File: config.mk
export PLATFORM = sky130hd
export DESIGN_NAME = sc_scbc_prx_flat
export DESIGN_NICKNAME = d
export VERILOG_FILES = /design/src/rtl/sc_scbc_pkg.sv /design/src/rtl/sc_scbc_prx_if.sv /design/src/rtl/sc_scbc_crc16.sv /design/src/rtl/sc_scbc_prx.sv /design/src/flat_wrapper.sv
export SDC_FILE = /design/constraint.sdc
export NUM_CORES = 1
export LEC_CHECK = 0
export BUFFER_PORTS_ARGS = -buffer_cell sky130_fd_sc_hd__buf_2
export CORE_AREA = 2 2 106 108
export CTS_CLUSTER_DIAMETER = 60
export DETAILED_ROUTE_END_ITERATION = 8
export DIE_AREA = 0 0 108 110
export GPL_TIMING_DRIVEN = 0
export PLACE_DENSITY_LB_ADDON = 0.3
export REMOVE_ABC_BUFFERS = 1
export SLEW_MARGIN = 20
export SYNTH_ARGS = -nofsm -noshare
export SYNTH_HDL_FRONTEND = slang
export SYNTH_SLANG_ARGS = --single-unit
File: constraint.sdc
create_clock -name ULPICLK -period 2.4 [get_ports ULPICLK]
set_input_delay 0.36 -clock ULPICLK [delete_from_list [all_inputs] [get_ports ULPICLK]]
set_output_delay 0.36 -clock ULPICLK [all_outputs]
set_load 0.005 [all_outputs]
File: src/rtl/sc_scbc_pkg.sv
// Shared USB definitions for the host-controller packet paths: PIDs, CRC16
// constants, ULPI RxEvent encodings and the receiver FSM states.
package sc_scbc_pkg;

  typedef enum logic [3:0] {
    PID_EXT   = 4'h0,
    PID_OUT   = 4'h1,
    PID_ACK   = 4'h2,
    PID_DATA0 = 4'h3,
    PID_PING  = 4'h4,
    PID_SOF   = 4'h5,
    PID_NYET  = 4'h6,
    PID_DATA2 = 4'h7,
    PID_SPLIT = 4'h8,
    PID_IN    = 4'h9,
    PID_NAK   = 4'hA,
    PID_DATA1 = 4'hB,
    PID_PRE   = 4'hC,
    PID_SETUP = 4'hD,
    PID_STALL = 4'hE,
    PID_MDATA = 4'hF
  } usb_pid_t;

  localparam logic [15:0] CRC16_INIT     = 16'hFFFF;
  localparam logic [15:0] CRC16_POLY_R   = 16'hA001;
  localparam logic [15:0] CRC16_RESIDUAL = 16'hB001;

  typedef enum logic [1:0] {
    RXEV_INACTIVE = 2'b00,
    RXEV_ACTIVE   = 2'b01,
    RXEV_HOSTDISC = 2'b10,
    RXEV_ERROR    = 2'b11
  } rx_event_t;

  typedef enum logic [2:0] {
    S_IDLE,
    S_PID,
    S_HSK,
    S_DATA,
    S_DRAIN,
    S_DONE
  } prx_state_t;

  function automatic logic pid_is_hsk(input logic [3:0] p);
    return (p == PID_ACK) || (p == PID_NAK) || (p == PID_STALL) || (p == PID_NYET);
  endfunction

  function automatic logic pid_is_data(input logic [3:0] p);
    return (p == PID_DATA0) || (p == PID_DATA1);
  endfunction

endpackage

File: src/rtl/sc_scbc_prx_if.sv
// ULPI receive side plus packet stream toward the transaction controller.
// SC_SCBC_PRX_RXCMD_EN adds the RX CMD line-state / VBUS / host-disconnect outputs.
interface sc_scbc_prx_if;
  logic        DIR;
  logic        NXT;
  logic [7:0]  DATA_I;
  logic        PKT_RX_START;
  logic [3:0]  PKT_RX_PID;
  logic [7:0]  PKT_RX_DAT;
  logic        PKT_RX_DVALID;
  logic        PKT_RX_END;
  logic [3:0]  PKT_RX_ERR;
  logic [10:0] PKT_RX_LEN;
`ifdef SC_SCBC_PRX_RXCMD_EN
  logic [1:0]  RX_LINESTATE;
  logic [1:0]  RX_VBUS;
  logic [0:0]  RX_HOSTDISC;
`endif

  modport slave (
    input  DIR, NXT, DATA_I,
    output PKT_RX_START, PKT_RX_PID, PKT_RX_DAT, PKT_RX_DVALID,
           PKT_RX_END, PKT_RX_ERR, PKT_RX_LEN
`ifdef SC_SCBC_PRX_RXCMD_EN
    , output RX_LINESTATE, RX_VBUS, RX_HOSTDISC
`endif
  );

  modport master (
    output DIR, NXT, DATA_I,
    input  PKT_RX_START, PKT_RX_PID, PKT_RX_DAT, PKT_RX_DVALID,
           PKT_RX_END, PKT_RX_ERR, PKT_RX_LEN
`ifdef SC_SCBC_PRX_RXCMD_EN
    , input RX_LINESTATE, RX_VBUS, RX_HOSTDISC
`endif
  );
endinterface

File: src/rtl/sc_scbc_crc16.sv
// Combinational byte-wide USB CRC16 step (reflected, LSB first); shared by RX and TX.
module sc_scbc_crc16
  import sc_scbc_pkg::*;
(
  input  logic [15:0] i_crc_in,
  input  logic [7:0]  i_byte,
  output logic [15:0] o_crc_out
);
  logic [15:0] w_acc;

  always_comb begin
    w_acc = i_crc_in ^ {8'h00, i_byte};
    for (int unsigned i = 0; i < 8; i++) begin
      w_acc = w_acc[0] ? ((w_acc >> 1) ^ CRC16_POLY_R) : (w_acc >> 1);
    end
    o_crc_out = w_acc;
  end
endmodule

File: src/rtl/sc_scbc_prx.sv
// ULPI packet receiver: decodes RX CMD / data bytes into handshake and DATA0/1
// packets with PID and CRC16 checks. SC_SCBC_PRX_RXCMD_EN exports RX CMD status.
module sc_scbc_prx
  import sc_scbc_pkg::*;
#(
  parameter int unsigned MAX_PAYLOAD = 1023
) (
  input  logic          ULPICLK,
  input  logic          ULPIRST,
  sc_scbc_prx_if.slave  ulpi
);
  localparam logic [10:0] LP_MAX = 11'(MAX_PAYLOAD);
  localparam logic [10:0] LP_LIM = 11'(MAX_PAYLOAD + 2);

  prx_state_t  r_state, w_state_nxt;
  logic        r_dir_q, r_rx_active;
  logic [15:0] r_crc;
  logic [10:0] r_cnt;
  logic [7:0]  r_h0, r_h1;
  logic        r_flg_ovf, r_flg_rxe, r_flg_crc, r_flg_pid;
  logic        r_start, r_dvalid;
  logic [3:0]  r_pid;
  logic [7:0]  r_dat;

  logic        w_turn, w_rise_ta, w_fall_ta, w_data, w_rxcmd;
  logic        w_act_nxt, w_pkt_start, w_pkt_end, w_rxerr_evt;
  logic        w_pid_ok, w_in_pkt;
  rx_event_t   w_rxev;
  logic [15:0] w_crc_nxt;
  logic [10:0] w_cnt_inc, w_len;

  sc_scbc_crc16 u_crc (
    .i_crc_in  (r_crc),
    .i_byte    (ulpi.DATA_I),
    .o_crc_out (w_crc_nxt)
  );

  always_comb begin
    w_rise_ta = ulpi.DIR && !r_dir_q;
    w_fall_ta = !ulpi.DIR && r_dir_q;
    w_turn    = w_rise_ta || w_fall_ta;
    w_data    = ulpi.DIR && !w_turn && ulpi.NXT && r_rx_active;
    w_rxcmd   = ulpi.DIR && !w_turn && !ulpi.NXT;
    w_rxev    = rx_event_t'(ulpi.DATA_I[5:4]);
    w_act_nxt = r_rx_active;
    if (w_rise_ta && ulpi.NXT) w_act_nxt = 1'b1;
    if (w_fall_ta)             w_act_nxt = 1'b0;
    if (w_rxcmd)               w_act_nxt = ulpi.DATA_I[4];
    w_pkt_start = !r_rx_active && w_act_nxt;
    w_pkt_end   = r_rx_active && !w_act_nxt;
    w_rxerr_evt = r_rx_active && ((w_rxcmd && w_rxev == RXEV_ERROR) || w_fall_ta);
    w_pid_ok    = (ulpi.DATA_I[7:4] == ~ulpi.DATA_I[3:0]) &&
                  (pid_is_hsk(ulpi.DATA_I[3:0]) || pid_is_data(ulpi.DATA_I[3:0]));
    w_in_pkt    = (r_state == S_PID) || (r_state == S_HSK) ||
                  (r_state == S_DATA) || (r_state == S_DRAIN);
    w_cnt_inc   = r_cnt + 11'd1;
    if (r_cnt < 11'd2)       w_len = '0;
    else if (r_cnt > LP_LIM) w_len = LP_MAX;
    else                     w_len = r_cnt - 11'd2;
  end

  always_comb begin
    w_state_nxt = r_state;
    unique case (r_state)
      S_IDLE:  if (w_pkt_start) w_state_nxt = S_PID;
      S_PID: begin
        if (w_data) begin
          if (!w_pid_ok)                        w_state_nxt = S_DRAIN;
          else if (pid_is_hsk(ulpi.DATA_I[3:0])) w_state_nxt = S_HSK;
          else                                   w_state_nxt = S_DATA;
        end else if (w_pkt_end) begin
          w_state_nxt = S_IDLE;  // no byte after rx_active: dropped silently
        end
      end
      S_HSK, S_DATA, S_DRAIN: if (w_pkt_end) w_state_nxt = S_DONE;
      S_DONE:  w_state_nxt = w_pkt_start ? S_PID : S_IDLE;
      default: w_state_nxt = S_IDLE;
    endcase
  end

  always_ff @(posedge ULPICLK) begin
    if (ULPIRST) begin
      r_state     <= S_IDLE;
      r_dir_q     <= 1'b1;  // forces a fresh DIR rise before the next packet
      r_rx_active <= 1'b0;
      r_crc       <= CRC16_INIT;
      r_cnt       <= '0;
      r_h0        <= '0;
      r_h1        <= '0;
      r_flg_ovf   <= 1'b0;
      r_flg_rxe   <= 1'b0;
      r_flg_crc   <= 1'b0;
      r_flg_pid   <= 1'b0;
      r_start     <= 1'b0;
      r_dvalid    <= 1'b0;
      r_pid       <= '0;
      r_dat       <= '0;
    end else begin
      r_dir_q     <= ulpi.DIR;
      r_rx_active <= w_act_nxt;
      r_state     <= w_state_nxt;
      r_start     <= 1'b0;
      r_dvalid    <= 1'b0;

      if (w_state_nxt == S_PID && r_state != S_PID) begin
        r_crc     <= CRC16_INIT;
        r_cnt     <= '0;
        r_h0      <= '0;
        r_h1      <= '0;
        r_flg_ovf <= 1'b0;
        r_flg_rxe <= 1'b0;
        r_flg_crc <= 1'b0;
        r_flg_pid <= 1'b0;
      end

      if (w_rxerr_evt && w_in_pkt) r_flg_rxe <= 1'b1;

      if (r_state == S_PID && w_data) begin
        r_flg_pid <= !w_pid_ok;
        if (w_pid_ok) begin
          r_pid   <= ulpi.DATA_I[3:0];
          r_start <= 1'b1;
        end
      end

      if (r_state == S_HSK && w_data) r_flg_pid <= 1'b1;

      // The pipe delays by two bytes so the trailing CRC pair is never emitted.
      if (r_state == S_DATA && w_data) begin
        r_crc <= w_crc_nxt;
        r_h0  <= ulpi.DATA_I;
        r_h1  <= r_h0;
        if (r_cnt <= LP_LIM) r_cnt <= w_cnt_inc;
        if (w_cnt_inc > LP_LIM) r_flg_ovf <= 1'b1;
        if (w_cnt_inc >= 11'd3 && w_cnt_inc <= LP_LIM) begin
          r_dat    <= r_h1;
          r_dvalid <= 1'b1;
        end
      end

      if (r_state == S_DATA && w_pkt_end)
        r_flg_crc <= (r_crc != CRC16_RESIDUAL) || (r_cnt < 11'd2);
    end
  end

  assign ulpi.PKT_RX_START  = r_start;
  assign ulpi.PKT_RX_PID    = r_pid;
  assign ulpi.PKT_RX_DAT    = r_dat;
  assign ulpi.PKT_RX_DVALID = r_dvalid;
  assign ulpi.PKT_RX_END    = (r_state == S_DONE);
  assign ulpi.PKT_RX_ERR    = (r_state == S_DONE) ?
                              {r_flg_ovf, r_flg_rxe, r_flg_crc, r_flg_pid} : '0;
  assign ulpi.PKT_RX_LEN    = (r_state == S_DONE) ? w_len : '0;

`ifdef SC_SCBC_PRX_RXCMD_EN
  logic [1:0] r_linestate, r_vbus;
  logic       r_hostdisc;

  always_ff @(posedge ULPICLK) begin
    if (ULPIRST) begin
      r_linestate <= '0;
      r_vbus      <= '0;
      r_hostdisc  <= 1'b0;
    end else if (w_rxcmd) begin
      r_linestate <= ulpi.DATA_I[1:0];
      r_vbus      <= ulpi.DATA_I[3:2];
      r_hostdisc  <= (w_rxev == RXEV_HOSTDISC);
    end
  end

  assign ulpi.RX_LINESTATE = r_linestate;
  assign ulpi.RX_VBUS      = r_vbus;
  assign ulpi.RX_HOSTDISC  = r_hostdisc;
`endif
endmodule

File: src/flat_wrapper.sv
// flat-port wrapper written by rule: the top's interface ports become plain ports
module sc_scbc_prx_flat import sc_scbc_pkg::*;
#(
  parameter int unsigned MAX_PAYLOAD = 1023
)
  (ULPICLK, ULPIRST, ulpi_DIR, ulpi_NXT, ulpi_DATA_I, ulpi_PKT_RX_START, ulpi_PKT_RX_PID, ulpi_PKT_RX_DAT, ulpi_PKT_RX_DVALID, ulpi_PKT_RX_END, ulpi_PKT_RX_ERR, ulpi_PKT_RX_LEN);
  sc_scbc_prx_if ulpi_i ();
  input  logic ULPICLK;
  input  logic ULPIRST;
  input wire logic [$bits(ulpi_i.DIR)-1:0] ulpi_DIR;
  input wire logic [$bits(ulpi_i.NXT)-1:0] ulpi_NXT;
  input wire logic [$bits(ulpi_i.DATA_I)-1:0] ulpi_DATA_I;
  output wire logic [$bits(ulpi_i.PKT_RX_START)-1:0] ulpi_PKT_RX_START;
  output wire logic [$bits(ulpi_i.PKT_RX_PID)-1:0] ulpi_PKT_RX_PID;
  output wire logic [$bits(ulpi_i.PKT_RX_DAT)-1:0] ulpi_PKT_RX_DAT;
  output wire logic [$bits(ulpi_i.PKT_RX_DVALID)-1:0] ulpi_PKT_RX_DVALID;
  output wire logic [$bits(ulpi_i.PKT_RX_END)-1:0] ulpi_PKT_RX_END;
  output wire logic [$bits(ulpi_i.PKT_RX_ERR)-1:0] ulpi_PKT_RX_ERR;
  output wire logic [$bits(ulpi_i.PKT_RX_LEN)-1:0] ulpi_PKT_RX_LEN;
  assign ulpi_i.DIR = ulpi_DIR;
  assign ulpi_i.NXT = ulpi_NXT;
  assign ulpi_i.DATA_I = ulpi_DATA_I;
  assign ulpi_PKT_RX_START = ulpi_i.PKT_RX_START;
  assign ulpi_PKT_RX_PID = ulpi_i.PKT_RX_PID;
  assign ulpi_PKT_RX_DAT = ulpi_i.PKT_RX_DAT;
  assign ulpi_PKT_RX_DVALID = ulpi_i.PKT_RX_DVALID;
  assign ulpi_PKT_RX_END = ulpi_i.PKT_RX_END;
  assign ulpi_PKT_RX_ERR = ulpi_i.PKT_RX_ERR;
  assign ulpi_PKT_RX_LEN = ulpi_i.PKT_RX_LEN;
  sc_scbc_prx #(.MAX_PAYLOAD(MAX_PAYLOAD)) u_core (.ULPICLK(ULPICLK), .ULPIRST(ULPIRST), .ulpi(ulpi_i));
endmodule
; ---- Word level (Yosys, flattened, before mapping)
; Index checks and enable logic that the tools add are counted.
; Widths: inputs -> output; s select.
[classes]
n_lt_le_gt_ge = 6
muxes = 41
n_reduce_logical = 47
add_sub_neg = 2
eq_ne = 16
n_bitwise = 12
[op_table]
columns = cell, n
row1 = $mux 16, 10
row2 = $mux 11, 6
row3 = $mux 8, 3
row4 = $not 2->3, 8
row5 = $gt 11x11->1 const B, 2
row6 = $le 11x11->1 const B, 2
row7 = $logic_and 1x1->1, 19
row8 = $ne 16x16->1 const B, 1
row9 = $xor 16x8->16, 1
row10 = $mux 1, 15
row11 = $mux 3, 5
row12 = $eq 4x4->1 const B, 3
row13 = $pmux 3 s4, 1
row14 = $add 11x1->11 const B, 1
row15 = $ge 11x2->1 const B, 1
row16 = $logic_or 1x1->1, 11
row17 = $lt 11x2->1 const B, 1
row18 = $sub 11x2->11 const B, 1
row19 = $eq 4x2->1 const B, 2
row20 = $logic_not 1->1, 7
row21 = $eq 3x1->1 const B, 2
row22 = $eq 3x2->1 const B, 2
row23 = $eq 3x3->1 const B, 2
row24 = $reduce_bool 2->1, 3
row25 = 12 further kinds, 15
[word_totals]
out_inout_bits = 30
ff_bits = 66
wordCells = 139

; ---- Depth between registers and ports, before layout
; Gate-level depths: netlist of run 1.
[logic_depth]
word_depth = 18
mapped_depth = 11
ltp_nobuf = 9

; ---- Modules after synthesis
; From an unflattened synthesis of run 1, not the netlist that was laid out.
[unflattened]
hier_cells = 456
hier_area_um2 = 3782.4
[modules_own_cells]
columns = module, seq_area_each_um2, area_per_inst_um2, cells_each, n_inst
row1 = sc_scbc_prx, 1321.3, 3473.3, 427, 1
row2 = sc_scbc_crc16, 0.0, 309.0, 29, 1

; ---- Worst setup path after synthesis of run 1
; No wires, ideal clock.
[synth_path]
path_kind = reg-to-reg
from = register u_core.r_cnt[0]
to = register u_core.r_dat[0], in the netlist u_core.ulpi.PKT_RX_DAT[0]
slack_ns = -0.101
period_less_slack_ns = 2.501
path_stages_with_launch = 9
n_path_buf = 0
arrival_ns = 2.429
required_ns = 2.328
setup_time_ns = 0.072
cell_sequence = dfxtp_1 -> ha_1 -> and3_1 -> or3_1 -> a31oi_1 -> a2bb2oi_2 -> o21ai_2 -> a221oi_4 -> mux2i_1
[synth_between]
elab_chain_cells = 4
[synth_lines]
columns = element, line
row1 = "start, declared", sc_scbc_prx.sv:18  ; logic [10:0] r_cnt;
row2 = "start signal, assigned", sc_scbc_prx.sv:133  ; if (r_cnt <= LP_LIM) r_cnt <= w_cnt_inc;
row3 = $add 11x1->11 *, sc_scbc_prx.sv:56  ; w_cnt_inc = r_cnt + 11'd1;
row4 = $ge 11x2->1 / $le 11x11->1 (equally long branches), sc_scbc_prx.sv:135  ; if (w_cnt_inc >= 11'd3 && w_cnt_inc <= LP_LIM) begin
row5 = $logic_and 1x1->1 *, sc_scbc_prx.sv:135
row6 = $reduce_and 2->1 (no source line) *, -
row7 = "end signal, assigned", sc_scbc_prx.sv:136  ; r_dat <= r_h1;
row8 = "end, declared", sc_scbc_prx.sv:23  ; logic [7:0] r_dat;
; Mark *: on every way between the ends. The rest lies on a longest branch, timed or not.
; A chain may end at the register's enable or synchronous reset.

; ---- Final worst setup path of run 1
[layout_path]
from = register u_core.r_cnt[1]
to = register u_core.r_dat[2], in the netlist u_core.ulpi.PKT_RX_DAT[2]
; The elaborated chain is that of the path after synthesis.

==> results of run 1 <==
-- worst max-delay path, cell delays in order (launching register included) --
cell	delay, ns
dfxtp_4	0.38
ha_4	0.19
and3_4	0.19
or3_1	0.32
a31oi_2	0.16
a2bb2oi_2	0.20
o21ai_2	0.11
a221oi_4	0.31
buf_12	0.18
mux2i_1	0.18
-- layout make-up --
class                      instances  area, um^2  area share (%)
multi-input combinational        302        2040            49.0
clock buffer                      12         155            3.72
tap                              140         175            4.20
clock inverter                     4        97.6            2.34
sequential                        66        1340            32.2
timing repair buffer              57         338            8.10
inverter                           5        18.8           0.450
-- cells in the final DEF (no fill, tap or decap), types with 4 or more instances in the layout --
cell / synthesis / routed
and2_1: 10 / 8
nor3b_1: 4 / 4
a21oi_1: 22 / 22
dfxtp_1: 66 / 59
o22ai_1: 13 / 13
mux2i_1: 9 / 9
o21ai_0: 16 / 14
nand2b_1: 34 / 34
nor3_1: 6 / 6
a22oi_1: 17 / 16
nand4_1: 5 / 5
inv_1: 5 / 5
xor2_1: 10 / 9
xnor2_1: 26 / 26
dfxtp_4: 0 / 5
buf_4: 0 / 15
clkbuf_8: 0 / 11
nand3_1: 9 / 9
nor2_1: 41 / 40
nand2_1: 23 / 22
buf_2: 1 / 41
ha_1: 7 / 4
-- final timing paths --
path | to | slack (ns) | start | cells after the start
hold / removal | u_core.r_dir_q | 0.29 | ulpi_DIR | 2
hold reg to reg | u_core.ulpi.PKT_RX_PID[1] | 0.45 | u_core.ulpi.PKT_RX_PID[1] | 2
setup / recovery | u_core.ulpi.PKT_RX_DAT[2] | 0.09 | u_core.r_cnt[1] | 9
setup reg to reg | u_core.ulpi.PKT_RX_DAT[2] | 0.09 | u_core.r_cnt[1] | 9
-- through the flow --
stage	util, %	total power [mW]	hold slack [ns]	setup TNS (ns)	instances
after global placement	34.3	1.28	0.433	-21.05	554
after detailed placement	34.4	1.28	0.444	-11.09	554
after CTS	38.0	2.45	0.268	0	577
after floorplan	-	1.22	0.429	-1.04	373
after global routing	39.0	2.51	0.299	-0.0178	586
final	39.0	2.41	0.289	0	586
-- cell families (layout without fill, tap and decap cells) --
logic type,after synthesis,in the layout,synth area share (%)
XOR/XNOR,36,36,9.30
buffers and inverters,28,78,3.40
AND/OR/NAND/NOR,157,157,24.5
AO/OA/AOI/OAI,91,91,17.9
flip-flops,66,66,39.0
adder cells (fa/ha/maj),7,7,2.58
multiplexers,11,11,3.32
-- flip-flops by register name (all words and copies together), names as in the netlist, 3 cells and up --
register                flops
u_core.r_h1                 8
u_core.r_h0                 8
u_core.r_state              3
u_core.r_crc               16
u_core.r_cnt               11
u_core.ulpi.PKT_RX_DAT      8
u_core.ulpi.PKT_RX_PID      4
-- what timing repair did --
action	in CTS	in global routing
gates resized for setup	18	13
endpoints found under the setup margin	30	23
setup buffers	7	9
gates cloned	0	0
pin swaps	4	2
-- routing by layer --
| layer | vias to the layer above | track usage [%] | routed length [um] |
|---|---|---|---|
| met5 | - | 0 | 0 |
| met4 | 0 | 3.85 | 68 |
| met3 | 6 | 3.82 | 378 |
| met2 | 50 | 23.5 | 3740 |
| met1 | 1384 | 18.3 | 3840 |
| li1 | 1479 | - | - |
-- power by group through the flow --
stage	Sequential [mW]	Clock [mW]	Combinational (mW)
floorplan	1.13	0	0.0973
global placement	1.13	0	0.147
detailed placement	1.13	0	0.149
CTS	1.10	1.20	0.149
global route	1.10	1.25	0.165
finish	1.10	1.17	0.148
==> metrics.txt, run 1 <==
first-pass GRT wire length=13,500 um; final worst-path cycle share=96.2%; Cell Area, Synth=3390 um^2; hold_buf cts=0; First DRT Iteration DRCs=160; Die ar.=11,900 um^2; Placer Congestion=around 0.88; crit end category=flop; routed wire length=8020 um; max cap viols=0; Fmax=0.433 GHz; clock network power share=48.3%; initial antenna violation count=0; synth unique cells=50; Pins Over Slew Limit=0; Seq/Total Area, Yosys=about two fifths; Root Buffer=clkbuf_8; Chip Height=110 um; Pleak=1.57 nW; GRT overflow=0; Pre-antenna DRT Iters=4; Core ar.=10,700 um^2; Gate Count Post-Synth=approximately 400; CTS tree=built; final hold violations=0; WP data required=between 2 and 3 ns; Area after DPL=3680 um^2; Longest Clk Path Bufs=2; largest net degree at the start of global routing=66; relative slew slack=between 30% and 40%; via count=2,919; fin crit period=2.31 ns; DR vias/cell=4.98; Worst EP arrival=2.57 ns; Synth Register Bits=66; Ports=42; most frequent cell after synthesis=dfxtp_1; Fillers=1,127; Syn-to-layout area delta=23.1%; Clock transition at path regs=0.07 ns; FFs w/ async S/R, synth=0%; ys flop type=dfxtp_1; unrepaired setup endpoints after global routing=true; initial core utilization=31.7%; number of CTS-inserted buffers=9; share of post-route cells with drive strength above 1=about 23%; DRT antenna net count=0; final instance area=4170 um^2; vias in the first global route=~2,800; clk_lat worst skew=0.34 ns; final setup violating endpoints=0; Crit Path Max Fanout=8; Place WS=-0.591 ns; Worst Setup Start Kind=flop; status=finished clean; GRT Total Usage=14.2%; Synth area leader=dfxtp_1; Std-Cell Rows=38; Post-DP HPWL=approximately 5500 um; Worst Skew=0.00833 ns; top cells by area, synth=dfxtp_1 39%, xnor2_1 6.7%, nand2b_1 6.3%, nor2_1 4.5%, a22oi_1 3.8%; # H-tree levels=3; Worst-Margin Slew=0.954 ns; peak supply drop=0.000433 V; Yosys top cell area share=slightly below 40%; Sw Share=roughly a fifth; Worst Slack Setup Final=about 0.092 ns; Yosys warnings=0; Setup Crit Path Kind=reg2reg; Worst Hold Class=in2reg; total internal power=roughly 1.9 mW; clock sink count=66; drt wl/cell=between 10 and 15 um; DIE WIDTH=108 um; P_sw=slightly above 0.5 mW; number of diodes=0; register share of total power=45.6%; PortBufs=41; synth cell count leaders=66 x dfxtp_1, 41 x nor2_1, 34 x nand2b_1; number of synthesized flops with an enable pin=0; DRC Markers=0; Syn Area/Cell=8.56 um^2; PD cells=578 nW/um^2; Net count, final=460; Comb power frac=6.1%
(Power assumes the default switching activity.)
==> run 2, diff against run 1 <==
==> constraint.sdc (replaced) <==
create_clock -name ULPICLK -period 1.9 [get_ports ULPICLK]
set_input_delay 0.285 -clock ULPICLK [delete_from_list [all_inputs] [get_ports ULPICLK]]
set_output_delay 0.285 -clock ULPICLK [all_outputs]
set_load 0.005 [all_outputs]
==> run 2 against run 1 <==
Compared with the run above:
- the flow now finishes with violations (negative setup slack)
- hold slack lost 0.078 ns
- register-to-register slack lost 0.52 ns
- via count grew 6.5%
- flip-flop and latch count is the same
- routed wire length grew 13%
- maximum frequency shrank 0.80%
- worst setup slack lost 0.52 ns
- largest cell class unchanged
==> metrics.txt, run 2 (synthesized netlist as in run 1, its figures left out) <==
Std-Cell Rows=38 (unchanged); clk_lat worst skew=0.34 ns (about the same); final worst-path cycle share=122% (+26 points); # H-tree levels=3 (unchanged); Root Buffer=clkbuf_8; CTS tree=built; total chip power=3.08 mW (+28%); Place WS=-1.09 ns (-0.500 ns); routed wire length=9070 um (+13%); vias in the first global route=2,970 (+6.9%); Die ar.=11,900 um^2 (unchanged); failing checks=negative setup slack; Worst Setup Start Kind=flop; worst reg2reg setup slack=-0.43 ns (-0.52 ns); number of diodes=0 (unchanged); Syn-to-layout area delta=39.8%; largest net degree at the start of global routing=66 (unchanged); Worst EP arrival=2.59 ns (+0.02 ns); fin crit period=2.33 ns (+0.0187 ns); unrepaired setup endpoints after global routing=true; Worst Slack Setup Final=-0.427 ns (-0.519 ns); commonest non-fill, non-tap cell in the layout=dfxtp_1; max cap viols=0 (unchanged); Crit Path Max Fanout=8 (unchanged); worst hold slack=0.211 ns (-0.0784 ns); biggest regs=u_core.r_crc (16), u_core.r_cnt (11); GRT overflow=0 (unchanged); DIE WIDTH=108 um (unchanged); WP data required=2.16 ns (-0.50 ns); status=finished, violations left; max FFs per register=16 (unchanged); Worst-Margin Slew=0.961 ns (+0.00770 ns); crit end category=flop; initial antenna violation count=0 (unchanged); PD cells=651 nW/um^2 (+13%); relative slew slack=35.9% (-0.51 points); Pre-antenna DRT Iters=4 (unchanged); Placer Congestion=0.883 (unchanged); first-pass GRT wire length=14,400 um (+6.8%); clock sink count=66 (unchanged); placed insts=554 (unchanged); Pleak=1.79 nW (+14%); initial core utilization=31.7% (unchanged); final setup violating endpoints=32 (+32); via count=3,108 (+6.5%); largest reg by FF count=u_core.r_crc; Post-DP HPWL=5470 um (unchanged); Finished Layout Cells=610 (+4.1%); PortBufs=41 (unchanged); Worst Hold Class=in2reg; DRT antenna net count=0 (unchanged); Clock transition at path regs=0.07 ns (about the same); Longest Clk Path Bufs=2 (unchanged); number of CTS-inserted buffers=9 (unchanged); Setup Crit Path Kind=reg2reg; First DRT Iteration DRCs=164 (+2.5%); GRT Total Usage=15.2% (+1.0 points); hold_buf cts=0 (unchanged); final instance area=4740 um^2 (+14%); DRC Markers=0 (unchanged); peak supply drop=0.000552 V (+28%); Worst Skew=0.00867 ns (+0.000342 ns); final hold violations=0 (unchanged); Ports=42 (unchanged); Pins Over Slew Limit=0 (unchanged); DR vias/cell=5.10 (+2.3%); Core ar.=10,700 um^2 (unchanged); Area after DPL=3680 um^2 (unchanged); Chip Height=110 um (unchanged); Net count, final=484 (+5.2%); share of post-route cells with drive strength above 1=37.4% (+15 points); Fmax=0.430 GHz (-0.80%); drt wl/cell=14.9 um (+8.6%); most frequent cells in the layout=53 x dfxtp_1, 41 x buf_2, 34 x nand2b_1, 33 x nor2_1, 28 x buf_4
run 2: cell types whose count changed in the layout (fill, tap and decap cells not counted), moves of 4 or more:
cell	previous run	this run
a21oi_1	22	10
a21oi_2	0	12
and2_4	0	5
buf_4	15	28
buf_6	0	6
dfxtp_1	59	53
dfxtp_2	2	7
nor2_1	40	33
nor2_4	0	4
o21ai_0	14	3
o21ai_1	0	8
run 2: routing by layer:
| layer | wire, um | global-route usage, % | vias to the layer above |
|---|---|---|---|
| met3 | 497 | 3.88 | 22 |
| met5 | 0 | 0 | - |
| met1 | 3920 | 18.7 | 1476 |
| met4 | 237 | 5.49 | 0 |
| met2 | 4410 | 25.9 | 83 |
| li1 | - | - | 1527 |
run 2: layout make-up:
type | instances | area [um^2]
flip-flops and latches | 66 | 1350
fillers | 1062 | 5960
inverters | 5 | 26.3
well taps | 140 | 175
multi-input cells | 303 | 2340
clock buffers | 12 | 155
repair buffers | 80 | 588
clock inverters | 4 | 97.6
run 2: metrics by stage:
| stage | setup TNS [ns] | util (%) |
|---|---|---|
| global placement | -47.43 | 34.3 |
| global route | -12.53 | 44.3 |
| CTS | -7.71 | 41.4 |
| detailed placement | -37.10 | 34.4 |
| finish | -10.21 | 44.3 |
| floorplan | -13.52 | - |
run 2: repair_timing:
item,CTS,global route
gates cloned,2,1
setup buffers,28,10
endpoints found under the setup margin,64,49
resized for setup,68,55
pin swaps,8,18
run 2: worst paths after layout:
kind,from,endpoint,depth (start not counted)
worst min-delay path,ulpi_DIR,u_core.r_dir_q,2
worst min register to register,u_core.ulpi.PKT_RX_PID[1],u_core.ulpi.PKT_RX_PID[1],2
worst max-delay path,u_core.r_cnt[1],u_core.ulpi.PKT_RX_DAT[2],9
worst max register to register,u_core.r_cnt[1],u_core.ulpi.PKT_RX_DAT[2],9
run 2: worst max-delay path, stage by stage, from the launching register on:
cell	delay, ns
dfxtp_4	0.37
ha_4	0.17
and3_4	0.15
or3_4	0.38
a31oi_4	0.22
a2bb2oi_4	0.18
o21ai_2	0.10
a221oi_4	0.31
buf_12	0.18
mux2i_1	0.18
run 2: power breakdown:
part / internal, mW / total [mW] / switching [mW]
logic: 0.0970 / 0.220 / 0.123
clock network: 0.944 / 1.48 / 0.532
registers: 1.38 / 1.39 / 0.00777
==> run 3, diff against run 2 <==
--- a/config.mk
+++ b/config.mk
@@ -7,7 +7,6 @@
 export LEC_CHECK = 0
 export BUFFER_PORTS_ARGS = -buffer_cell sky130_fd_sc_hd__buf_2
 export CORE_AREA = 2 2 106 108
-export CTS_CLUSTER_DIAMETER = 60
 export DETAILED_ROUTE_END_ITERATION = 8
 export DIE_AREA = 0 0 108 110
 export GPL_TIMING_DRIVEN = 0
==> constraint.sdc (replaced) <==
create_clock -name ULPICLK -period 2.57 [get_ports ULPICLK]
set_input_delay 0.3855 -clock ULPICLK [delete_from_list [all_inputs] [get_ports ULPICLK]]
set_output_delay 0.3855 -clock ULPICLK [all_outputs]
set_load 0.005 [all_outputs]
==> run 3 against run 2 <==
Compared with the run above:
- the run now ends clean
- largest power group unchanged
- final cell count is 5.2% lower
- hold slack improved by 0.10 ns
- first-iteration DRC count down 9.1%
- clock skew rose by 0.00067 ns
- non-clock buffer count decreased by 31
- worst setup slack improved by 0.57 ns
- core utilization is 6.1 points lower
- combinational power is 37% lower
- clock-buffer cell count is the same
- critical path depth is the same
- sequential share of layout area increased by 4.1 points
==> metrics.txt, run 3 (synthesized netlist as in run 1, its figures left out) <==
status=finished clean; Area after DPL=3680 um^2 (unchanged); routed wire length=7910 um (-13%); worst hold slack=0.313 ns (+0.102 ns); peak supply drop=0.000404 V (-27%); PD cells=553 nW/um^2 (-15%); Reg2Reg Depth=9 (unchanged); r2r startpoint=u_core.r_cnt[0]; biggest regs=u_core.r_crc (16), u_core.r_cnt (11); CP startpoint=u_core.r_cnt[0]; Worst Hold Class=in2reg; final worst-path cycle share=94.5% (-28 points); first-pass GRT wire length=13,200 um (-8.1%); number of diodes=0 (unchanged); unrepaired setup endpoints after global routing=false; Worst Hold Path Cells=2 (unchanged); total internal power=1.78 mW (-27%); # H-tree levels=3 (unchanged); Root Buffer=clkbuf_8; initial core utilization=31.7% (unchanged); Crit. path cell count=9 (unchanged); drt wl/cell=13.7 um (-8.0%); Comb power frac=6.1% (-1.0 points); final instance area=4080 um^2 (-14%); GRT overflow=0 (unchanged); clk_lat worst skew=0.34 ns (about the same); WP data required=2.83 ns (+0.67 ns); largest stage delay on the critical path=0.37 ns (about the same); P_sw=0.476 mW (-28%); slowest CP cell=dfxtp_2; Setup Crit Path Kind=reg2reg; FF/Latch Area=1330 um^2 (-1.5%); Worst path top cell family by delay=compound AO/OA/AOI/OAI gates; vias in the first global route=2,732 (-8.0%); Pleak=1.53 nW (-14%); Worst EP arrival=2.69 ns (+0.10 ns); initial antenna violation count=0 (unchanged); crit end category=flop; share of post-route cells with drive strength above 1=19.6% (-18 points); clock network power share=48.3% (+0.4 points); DR vias/cell=4.98 (-2.2%); register share of total power=45.6% (+0.6 points); largest net degree at the start of global routing=66 (unchanged); Ports=42 (unchanged); Post-DP HPWL=5470 um (unchanged); CTS tree=built; Crit Path Max Fanout=9 (+1); final hold violations=0 (unchanged); final setup violating endpoints=0 (-100%); Pre-antenna DRT Iters=5 (+1); fin crit period=2.43 ns (+0.102 ns); DRC Markers=0 (unchanged); Worst Skew=0.00935 ns (+0.000674 ns); Syn-to-layout area delta=20.4%; setup TNS=0 ns (+10.21 ns); most frequent cells in the layout=61 x dfxtp_1, 41 x buf_2, 40 x nor2_1, 34 x nand2b_1, 26 x xnor2_1; Longest Clk Path Bufs=2 (unchanged); Chip Height=110 um (unchanged); HP Start=ulpi_DIR; Sw Share=21.1% (-0.38 points); clock sink count=66 (unchanged); cells along the critical path=ha_2 -> and3_1 -> or3_1 -> a31oi_1 -> a2bb2oi_2 -> o21ai_2 -> a221oi_4 -> buf_12 -> mux2i_1; relative slew slack=36.6% (+0.69 points); max cap viols=0 (unchanged); commonest non-fill, non-tap cell in the layout=dfxtp_1; largest reg by FF count=u_core.r_crc; Die ar.=11,900 um^2 (unchanged); Fillers=1,135 (+6.9%); First DRT Iteration DRCs=149 (-9.1%); Net count, final=452 (-6.6%); Worst Setup Start Kind=flop; number of CTS-inserted buffers=9 (unchanged); via count=2,880 (-7.3%); DRT antenna net count=0 (unchanged); Std-Cell Rows=38 (unchanged); Placer Congestion=0.883 (unchanged); Worst-Margin Slew=0.951 ns (-0.0103 ns); Buf/Inv on CP=1 (unchanged); Fmax=0.412 GHz (-4.2%); GRT Total Usage=13.9% (-1.3 points); Pins Over Slew Limit=0 (unchanged); Clock transition at path regs=0.07 ns (about the same); Core ar.=10,700 um^2 (unchanged); PortBufs=41 (unchanged); max FFs per register=16 (unchanged); DIE WIDTH=108 um (unchanged); footprint of the multi-input gates=2010 um^2 (-14%)
-- run 3: per-layer routing --
layer	wire (um)	global-route usage (%)
met3	401	3.88
met1	3780	18.0
met5	0	0
met4	69	3.85
met2	3660	22.9
-- run 3: power groups by stage --
stage / clock network [mW] / logic (mW) / registers, mW
floorplan: 0 / 0.0908 / 1.05
global placement: 0 / 0.137 / 1.05
detailed placement: 0 / 0.139 / 1.05
CTS: 1.12 / 0.139 / 1.03
global route: 1.16 / 0.154 / 1.03
finish: 1.09 / 0.138 / 1.03
-- run 3: path summary, 6_finish.rpt --
kind | endpoint | slack [ns]
hold reg to reg | u_core.ulpi.PKT_RX_PID[1] | 0.45
hold / removal | u_core.r_dir_q | 0.31
setup / recovery | u_core.ulpi.PKT_RX_DAT[2] | 0.14
setup reg to reg | u_core.ulpi.PKT_RX_DAT[2] | 0.14
-- run 3: per-stage QoR --
stage / util, % / power, mW / setup slack, ns / std cells
2_1_floorplan: - / 1.14 / 0.0604 / 373
6_report: 38.1 / 2.26 / 0.141 / 578
3_5_place_dp: 34.4 / 1.19 / -0.421 / 554
5_1_grt: 38.1 / 2.35 / 0.0166 / 578
3_3_place_gp: 34.3 / 1.19 / -0.745 / 554
4_1_cts: 37.3 / 2.29 / 0.0206 / 572
-- run 3: final cells by class --
| class | count | area share (%) |
|---|---|---|
| inverters | 5 | 0.460 |
| repair buffers | 49 | 7.11 |
| multi-input cells | 302 | 49.3 |
| clock buffers | 12 | 3.80 |
| well taps | 140 | 4.29 |
| flip-flops and latches | 66 | 32.7 |
| clock inverters | 4 | 2.39 |
-- run 3: timing repair --
item / 4_1_cts / 5_1_grt
hold buffers: 0 / 0
pin swaps: 2 / 3
buffers inserted: 2 / 6
endpoints found under the setup margin: 30 / 24
endpoints found under the hold margin: 0 / 0
gates resized for setup: 9 / 10
